$ cat config.mk
export PLATFORM = sky130hd
export DESIGN_NAME = audio_pwm_driver_flat
export DESIGN_NICKNAME = d
export VERILOG_FILES = /design/src/rtl/sound_pkg.sv /design/src/rtl/audio_pwm_driver_if.sv /design/src/rtl/pwm_period_counter.sv /design/src/rtl/audio_pwm_driver.sv /design/src/flat_wrapper.sv
export SDC_FILE = /design/constraint.sdc
export NUM_CORES = 1
export LEC_CHECK = 0
export CORE_AREA = 3 3 59 61
export CTS_BUF_LIST = sky130_fd_sc_hd__clkbuf_16
export CTS_CLUSTER_SIZE = 8
export DETAILED_ROUTE_END_ITERATION = 8
export DIE_AREA = 0 0 62 64
export PLACE_DENSITY = 0.78
export SYNTH_ARGS = -nofsm -noshare
export SYNTH_HDL_FRONTEND = slang
export SYNTH_SLANG_ARGS = --single-unit
$ cat constraint.sdc
create_clock -name clk -period 5.1 [get_ports clk]
set_input_delay 0.765 -clock clk [delete_from_list [all_inputs] [get_ports clk]]
set_output_delay 0.765 -clock clk [all_outputs]
set_load 0.02 [all_outputs]
$ cat src/rtl/sound_pkg.sv
// Shared types and volume encoding for the audio PWM path.
package sound_pkg;

    typedef enum logic [1:0] {IDLE, RAMP_UP, PLAY, RAMP_DOWN} ramp_state_t;

    localparam logic [1:0] VolFull    = 2'd3;
    localparam logic [1:0] VolHalf    = 2'd2;
    localparam logic [1:0] VolQuarter = 2'd1;
    localparam logic [1:0] VolEighth  = 2'd0;

    // Right-shift applied to the sample for a given volume code.
    function automatic logic [1:0] vol_shift(input logic [1:0] volume);
        logic [1:0] sh;
        sh = 2'd3;
        unique case (volume)
            VolFull:    sh = 2'd0;
            VolHalf:    sh = 2'd1;
            VolQuarter: sh = 2'd2;
            VolEighth:  sh = 2'd3;
        endcase
        return sh;
    endfunction

endpackage

$ cat src/rtl/audio_pwm_driver_if.sv
// Sample/control inputs and PWM/status outputs of the audio PWM driver.
interface audio_pwm_driver_if #(
    parameter int unsigned N = 7
);
    logic         enable;
    logic [N-1:0] dacCount;
    logic [1:0]   volume;
    logic         pwmOut;
    logic         busy;
    logic         periodTick;

    modport master (
        output enable, dacCount, volume,
        input  pwmOut, busy, periodTick
    );

    modport slave (
        input  enable, dacCount, volume,
        output pwmOut, busy, periodTick
    );
endinterface

$ cat src/rtl/pwm_period_counter.sv
// Free-running N-bit PWM period counter; periodTick flags the last cycle of each period.
module pwm_period_counter #(
    parameter int unsigned N = 7
) (
    input  logic         clk,
    input  logic         nRst,
    output logic [N-1:0] cnt,
    output logic         periodTick
);

    logic [N-1:0] cnt_q;

    always_ff @(posedge clk or negedge nRst) begin
        if (!nRst) begin
            cnt_q <= '0;
        end else begin
            cnt_q <= cnt_q + {{(N-1){1'b0}}, 1'b1};
        end
    end

    assign cnt        = cnt_q;
    assign periodTick = (cnt_q == {N{1'b1}});

endmodule

$ cat src/rtl/audio_pwm_driver.sv
// Single-pin PWM audio driver with volume scaling and a per-period fade in/out gain ramp.
module audio_pwm_driver
    import sound_pkg::*;
#(
    parameter int unsigned N          = 7,
    parameter int unsigned RAMP_SHIFT = 2
) (
    input logic               clk,
    input logic               nRst,
    audio_pwm_driver_if.slave bus
);

    localparam int unsigned GW = RAMP_SHIFT + 1;
    localparam int unsigned PW = N + RAMP_SHIFT + 1;
    localparam logic [GW-1:0] GainOne = GW'(1);
    localparam logic [GW-1:0] GainMax = GW'(1 << RAMP_SHIFT);

    logic [N-1:0]  cnt;
    logic          period_tick;
    ramp_state_t   state_q, state_d;
    logic [GW-1:0] gain_q, gain_d, gain_up, gain_dn;
    logic [N-1:0]  duty_q, duty_d, vs;
    logic [PW-1:0] prod;
    logic          busy_q, pwm_q;

    pwm_period_counter #(
        .N(N)
    ) u_counter (
        .clk        (clk),
        .nRst       (nRst),
        .cnt        (cnt),
        .periodTick (period_tick)
    );

    assign gain_up = gain_q + GainOne;
    assign gain_dn = gain_q - GainOne;

    always_comb begin
        state_d = state_q;
        gain_d  = gain_q;
        unique case (state_q)
            IDLE: begin
                if (bus.enable) begin
                    state_d = RAMP_UP;
                    gain_d  = GainOne;
                end else begin
                    gain_d = '0;
                end
            end
            RAMP_UP, RAMP_DOWN: begin
                if (bus.enable) begin
                    gain_d  = gain_up;
                    state_d = (gain_up == GainMax) ? PLAY : RAMP_UP;
                end else begin
                    gain_d  = gain_dn;
                    state_d = (gain_dn == '0) ? IDLE : RAMP_DOWN;
                end
            end
            PLAY: begin
                if (!bus.enable) begin
                    gain_d  = gain_dn;
                    state_d = (gain_dn == '0) ? IDLE : RAMP_DOWN;
                end
            end
            default: begin
                state_d = IDLE;
                gain_d  = '0;
            end
        endcase
    end

    // Duty uses the post-update gain so the new level takes effect in the very next period.
    always_comb begin
        vs     = bus.dacCount >> vol_shift(bus.volume);
        prod   = PW'(vs) * PW'(gain_d);
        duty_d = N'(prod >> RAMP_SHIFT);
    end

    always_ff @(posedge clk or negedge nRst) begin
        if (!nRst) begin
            state_q <= IDLE;
            gain_q  <= '0;
            duty_q  <= '0;
            busy_q  <= 1'b0;
            pwm_q   <= 1'b0;
        end else begin
            pwm_q <= (cnt < duty_q);
            if (period_tick) begin
                state_q <= state_d;
                gain_q  <= gain_d;
                duty_q  <= duty_d;
                busy_q  <= (state_d != IDLE);
            end
        end
    end

    assign bus.pwmOut     = pwm_q;
    assign bus.busy       = busy_q;
    assign bus.periodTick = period_tick;

endmodule

$ cat src/flat_wrapper.sv
// flat-port wrapper written by rule: the top's interface ports become plain ports
module audio_pwm_driver_flat import sound_pkg::*;
#(
    parameter int unsigned N          = 7,
    parameter int unsigned RAMP_SHIFT = 2
)
  (clk, nRst, bus_enable, bus_dacCount, bus_volume, bus_pwmOut, bus_busy, bus_periodTick);
  audio_pwm_driver_if #(.N(N)) bus_i ();
  input logic clk;
  input logic nRst;
  input wire logic [$bits(bus_i.enable)-1:0] bus_enable;
  input wire logic [$bits(bus_i.dacCount)-1:0] bus_dacCount;
  input wire logic [$bits(bus_i.volume)-1:0] bus_volume;
  output wire logic [$bits(bus_i.pwmOut)-1:0] bus_pwmOut;
  output wire logic [$bits(bus_i.busy)-1:0] bus_busy;
  output wire logic [$bits(bus_i.periodTick)-1:0] bus_periodTick;
  assign bus_i.enable = bus_enable;
  assign bus_i.dacCount = bus_dacCount;
  assign bus_i.volume = bus_volume;
  assign bus_pwmOut = bus_i.pwmOut;
  assign bus_busy = bus_i.busy;
  assign bus_periodTick = bus_i.periodTick;
  audio_pwm_driver #(.N(N), .RAMP_SHIFT(RAMP_SHIFT)) u_core (.clk(clk), .nRst(nRst), .bus(bus_i));
endmodule
**After elaboration in Yosys (flattened, before gate mapping)**

Cells that the tools add are included.

- Input port bits: 12
- Logic and storage cells: 36
- Output and inout port bits: 3
- Flip-flop bits (word level): 21

- Shifts and indexed selects: 1
- Magnitude comparators: 1
- Add/sub/neg operators: 3
- Mux-type cells: 11
- Multiply operators: 1
- Equal/unequal tests: 8
- Reductions and logical operators: 5

Operator list:

| kind | count |
|---|---|
| $mux 2 | 5 |
| $mul 7x3->9 | 1 |
| $pmux 3 s3 | 1 |
| $eq 2x2->1 const B | 4 |
| $pmux 2 s4 | 1 |
| $add 7x1->7 const B | 1 |
| $eq 7x7->1 const B | 1 |
| $lt 7x7->1 | 1 |
| $shr 7x2->7 | 1 |
| $mux 3 | 2 |
| $pmux 2 s3 | 1 |
| $eq 2x1->1 const B | 2 |
| $logic_not 2->1 | 2 |
| $add 3x1->3 const B | 1 |
| $eq 3x3->1 const B | 1 |
| $logic_not 3->1 | 1 |
| $sub 3x1->3 const B | 1 |
| $reduce_bool 2->1 | 1 |
| $reduce_or 2->1 | 1 |
| $mux 1 | 1 |

**Logic depth before layout (Yosys ltp)**

- Depth after elaboration: 6
- Depth in mapped cells: 15
- Depth with buffers taken out: 15

**Cells and area by module**

From an unflattened synthesis, not the netlist that was laid out.

- Cells, all modules: 195
- Area total of the unflattened synthesis: 1771.7 um2

Modules (own cells, without submodules):

| module | area an instance (um2) | instances | seq. area each (um2) | cells an instance |
|---|---|---|---|---|
| audio_pwm_driver | 1487.7 | 1 | 350.3 | 173 |
| pwm_period_counter | 284.0 | 1 | 175.2 | 22 |

**Least setup slack after synthesis**

No wires, ideal clock.

- Path type: input to register
- Start: input bus_enable
- End: register u_core.duty_q[6]
- Buffers on the path: 2
- Data arrival time: 4.122 ns
- Stages: 14
- Data required time: 4.975 ns
- Path slack: 0.853 ns
- Setup time: 0.125 ns
- Cells stage by stage: buf_6 and3_4 o21a_1 or3_2 clkbuf_1 or2_2 fa_1 inv_1 fa_1 a211oi_1 o21bai_1 a21oi_1 xnor3_1 mux2_4

- Cells in the longest elaborated chain, start to end: 3
- Elaborated cells between the ends (all ways): 5
- Classes of those cells: 1 x mul; 4 x mux

RTL lines:

| element | line | source |
|---|---|---|
| start, declared | flat_wrapper.sv:11 | `input wire logic [$bits(bus_i.enable)-1:0] bus_enable;` |
| $mux 3 (tied with other cells) | audio_pwm_driver.sv:60 | `if (!bus.enable) begin` |
| $pmux 3 s3 * | audio_pwm_driver.sv:41 | `unique case (state_q)` |
| $mul 7x3->9 * | audio_pwm_driver.sv:75 | `prod = PW'(vs) * PW'(gain_d);` |
| end signal, assigned | audio_pwm_driver.sv:91 | `duty_q <= duty_d;` |
| end, declared | audio_pwm_driver.sv:22 | `logic [N-1:0] duty_q, duty_d, vs;` |

Mark *: on every way between the ends. The rest lies on a longest branch, timed or not.
A chain may end at the register's enable or synchronous reset.

**Worst setup path after layout**

Same ends and word-level chain as after synthesis.

==> results.md <==
Outcome:
- The run finished with clean final reports.

Pwr:
- Overall power consumption after layout is estimated at 0.402 mW.
- The power per cell area is 202 mW/mm².
- The peak supply drop is 228 µV.
- For this design the static power due to leakage is about 1.0 nW.

Finish:
- The count of antenna diodes in the layout is 0.
- The filler cell count is 260.
- Of the cells placed in the final design, the portion with a size suffix greater than 1 is 7.73%.
- The net count reported at finish is ~240.
- The area overhead of the layout relative to synthesis is 15.0%.
- After routing the design area is 0.00200 mm².

Setup path:
- The worst setup path is of the in2reg kind.
- The critical path goes through clkdlybuf4s50_1, nor2b_1, o21a_1, or3_2, or2_2, fa_1, inv_1, fa_1, a211oi_1, o21bai_1, a21oi_1, xnor3_1, mux2_4.
- On the critical path the largest part of the delay comes from adder cells.
- On the worst path, the slowest cell contributes a delay of 0.63 ns.
- The largest fanout of any net on the critical path is 9.
- The worst setup path is captured at a flop.
- The most prevalent standard cell on the critical path is fa_1.
- Counting both buffers and inverters, the worst setup path holds a total of 2.
- The startpoint type of the worst setup path is an input pin.
- The arrival time of data at the critical path endpoint is 4.83 ns.
- On the critical path, the stage with the largest delay is an instance of clkdlybuf4s50_1.
- STA puts the critical path data required time at 5.24 ns.

Timing:
- The clock period could shrink to 4.69 ns.
- The final clock skew is about 0.0018 ns.
- Setup repair after global routing left no endpoint under its margin.
- The headroom to the max-slew limit is 37.8%.
- The count of endpoints failing hold in the final timing report came to 0.
- The timing-limited maximum frequency is approximately 0.21 GHz.
- The slew of the pin with the lowest slew margin is slightly above 0.9 ns.
- The total count of max-transition violations in the final report is 0.
- The worst path uses between 90 and 100% of the clock period.
- Hold is met by 0.487 ns.
- The worst path meets setup with just over 0.4 ns of slack.
- The final setup TNS is 0 ns.
- Setup violations remaining at the end of the flow were counted as 0.

Logic synthesis:
- The commonest cells after synthesis are 22 x nand2_1, 21 x dfrtp_1, 20 x inv_1, 18 x ha_1, 17 x o21ai_0.
- The leading area contributor after synthesis is dfrtp_1.
- The number of enable-type register cells in the synthesized netlist is 0.
- In the synthesized netlist the dominant register cell turns out to be dfrtp_1.
- In the post-synthesis netlist, the cell with the most instances is nand2_1.
- For this run, the number of Yosys warnings is 0.
- Summing the sequential cell areas from Yosys gives between 30% and 40% of the chip area.
- Synthesis produced about 190 cells.
- The net count after synthesis is 229.
- The area share of the largest cell type after synthesis is 30.3%.
- The synthesized design contains 21 register bits.
- The post-synthesis instance area is 0.00174 mm².
- The fraction of synthesis flops using an asynchronous set or reset pin is 100%.
- The average instance in the mapped netlist occupies around 9 µm².
- In this run, distinct cell masters in the synthesized netlist total 40.
- After synthesis, the cell types taking the most area are dfrtp_1 30%, ha_1 13%, fa_1 6.9%, o21ai_0 4.9%, nand2_1 4.8%.

Routing:
- The antenna violation net count after detailed routing is 0.
- The wire length per cell after detailed routing is ~14 µm.
- The total number of vias is about 1400.
- The length of the first detailed-routing pass in iterations is 4.
- Wires add up to approximately 3.4 mm.
- In the routed design, unresolved DRC markers number 0.
- Using the TritonRoute via totals, the vias-per-cell ratio works out to 5.53.
- The DRC marker count from the first detailed-route iteration is 97.

Clock tree:
- The master cell of the clock root buffer is clkbuf_16.
- In this run the number of H-tree levels came out at 1.
- The clock insertion delay at the later pin of the skew report is 0.25 ns.
- TritonCTS built the clock tree.
- Counting the buffers created by CTS gives 3.
- After clock tree synthesis, the clock-pin slew on the worst setup and hold paths is 0.06 ns.
- In this run the post-CTS setup repair buffer count came out at 0.
- The count of hold buffers inserted by post-cts repair is 0.
- The clock drives 21 sinks.
- In this run, post-CTS repair resized a total of 0 instances.
- The clock passes through at most 2 buffers.

Floorplanning:
- The top-level I/O count is 15.
- The die is between 60 and 70 µm wide.
- The core area is 0.00303 mm².
- The die covers 0.00397 mm².
- The floorplan step set the die height to 64 µm.
- The row count is 20.
- Once the floorplan was initialized, standard cells occupied a little under three fifths of the core.

GRT:
- In the global route stage, overall resource usage came out at 19.9%.
- For this run the aggregate overflow at the end of global routing stands at 0.
- The initial antenna violation count was 0.
- The maximum number of pins on one net before global-route repair is 22.
- The number of global-route vias before repair is 1410.
- The global-route wire length before repair is 5.98 mm.

Min path:
- In this run the worst hold path is classified as reg2reg.

Place:
- The pre-CTS setup slack is 0.185 ns.
- At the end of routability-driven placement, the weighted congestion stood at 0.799.
- Buffers placed on the I/O ports in this run total 14.
- Detailed placement ended at an HPWL of 2.74 mm.
- The total placed instance area is around 0.0019 mm².

Run:
- Across the run, the number of max-cap violations was 0.
## per-layer routing
| metal | wire [µm] | track usage (%) |
|---|---|---|
| met1 | 1510 | 25.5 |
| met2 | 1740 | 32.1 |
| met3 | 113 | 4.44 |
| met4 | 77 | 6.90 |
| met5 | 0 | 0 |
## per-stage QoR
stage	instances	utilization [%]
2_1_floorplan	193	-
3_3_place_gp	247	63.3
3_5_place_dp	247	63.3
4_1_cts	251	66.0
5_1_grt	251	66.0
6_report	251	66.0
## flip-flops by register name (all words and copies together), names as in the netlist
signal	cells
u_core.u_counter.cnt	7
u_core.bus.pwmOut	1
u_core.bus.busy	1
u_core.duty_q	7
u_core.gain_q	3
u_core.state_q	2
## report_power, final
group          switching, mW  internal, mW  leakage, nW
sequential          0.000400         0.168        0.225
combinational         0.0379        0.0319        0.767
clock                 0.0587         0.105       0.0409
total                 0.0970         0.305         1.03
## cell type report
| type | count | area, µm² | share of cell area (%) |
|---|---|---|---|
| Sequential cell | 21 | 526 | 26.3 |
| Tap cell | 44 | 55.1 | 2.76 |
| Multi-Input combinational cell | 146 | 1110 | 55.4 |
| Clock buffer | 3 | 75.1 | 3.76 |
| Timing Repair Buffer | 16 | 155 | 7.77 |
| Inverter | 20 | 75.1 | 3.76 |
| Clock inverter | 1 | 5.00 | 0.251 |
## cell usage in the layout (no fill, tap or decap), drive strengths merged, types with 3 or more instances in the layout
cell type      synthesis  final
clkbuf                 5      3
fa                     6      6
nor2                  10     10
a21o                   5      5
nand3                  7      7
nand2                 22     22
a21oi                  9      9
mux2i                  3      3
a211oi                 3      3
clkdlybuf4s50          0     14
nand2b                 4      4
nor2b                  4      4
ha                    18     18
mux2                   6      6
inv                   20     20
dfrtp                 21     21
o21ai                 17     17
xnor2                  7      7
## worst register-to-register path, stage by stage (launching register included)
cell and delay, ns:
dfrtp_1 0.49, inv_1 0.09, ha_1 0.23, nor2b_1 0.15
o21a_1 0.22, or3_2 0.52, or2_2 0.34, fa_1 0.54
inv_1 0.07, fa_1 0.47, a211oi_1 0.32, o21bai_1 0.13
a21oi_1 0.20, xnor3_1 0.24, mux2_4 0.26
## final timing paths
path                             startpoint                       to  slack, ns  cells after the start
hold reg to reg            u_core.duty_q[0]         u_core.duty_q[0]       0.49                      2
setup / recovery                 bus_enable         u_core.duty_q[6]       0.41                     13
min in group asynchronous              nRst         u_core.gain_q[2]       1.03                      1
max in group asynchronous              nRst  u_core.u_counter.cnt[3]       3.50                      1
hold / removal             u_core.duty_q[0]         u_core.duty_q[0]       0.49                      2
setup reg to reg           u_core.gain_q[0]         u_core.duty_q[6]       0.71                     14
## cells by family after synthesis
logic type / Yosys count / synth area share (%)
simple gates: 61 / 17.8
xor+xnor: 10 / 5.84
compound gates: 42 / 14.3
buf+inv: 26 / 6.05
fa+ha+maj: 24 / 19.9
flops: 21 / 30.3
mux: 9 / 5.84
No activity file was read; power rests on OpenSTA's default activity.
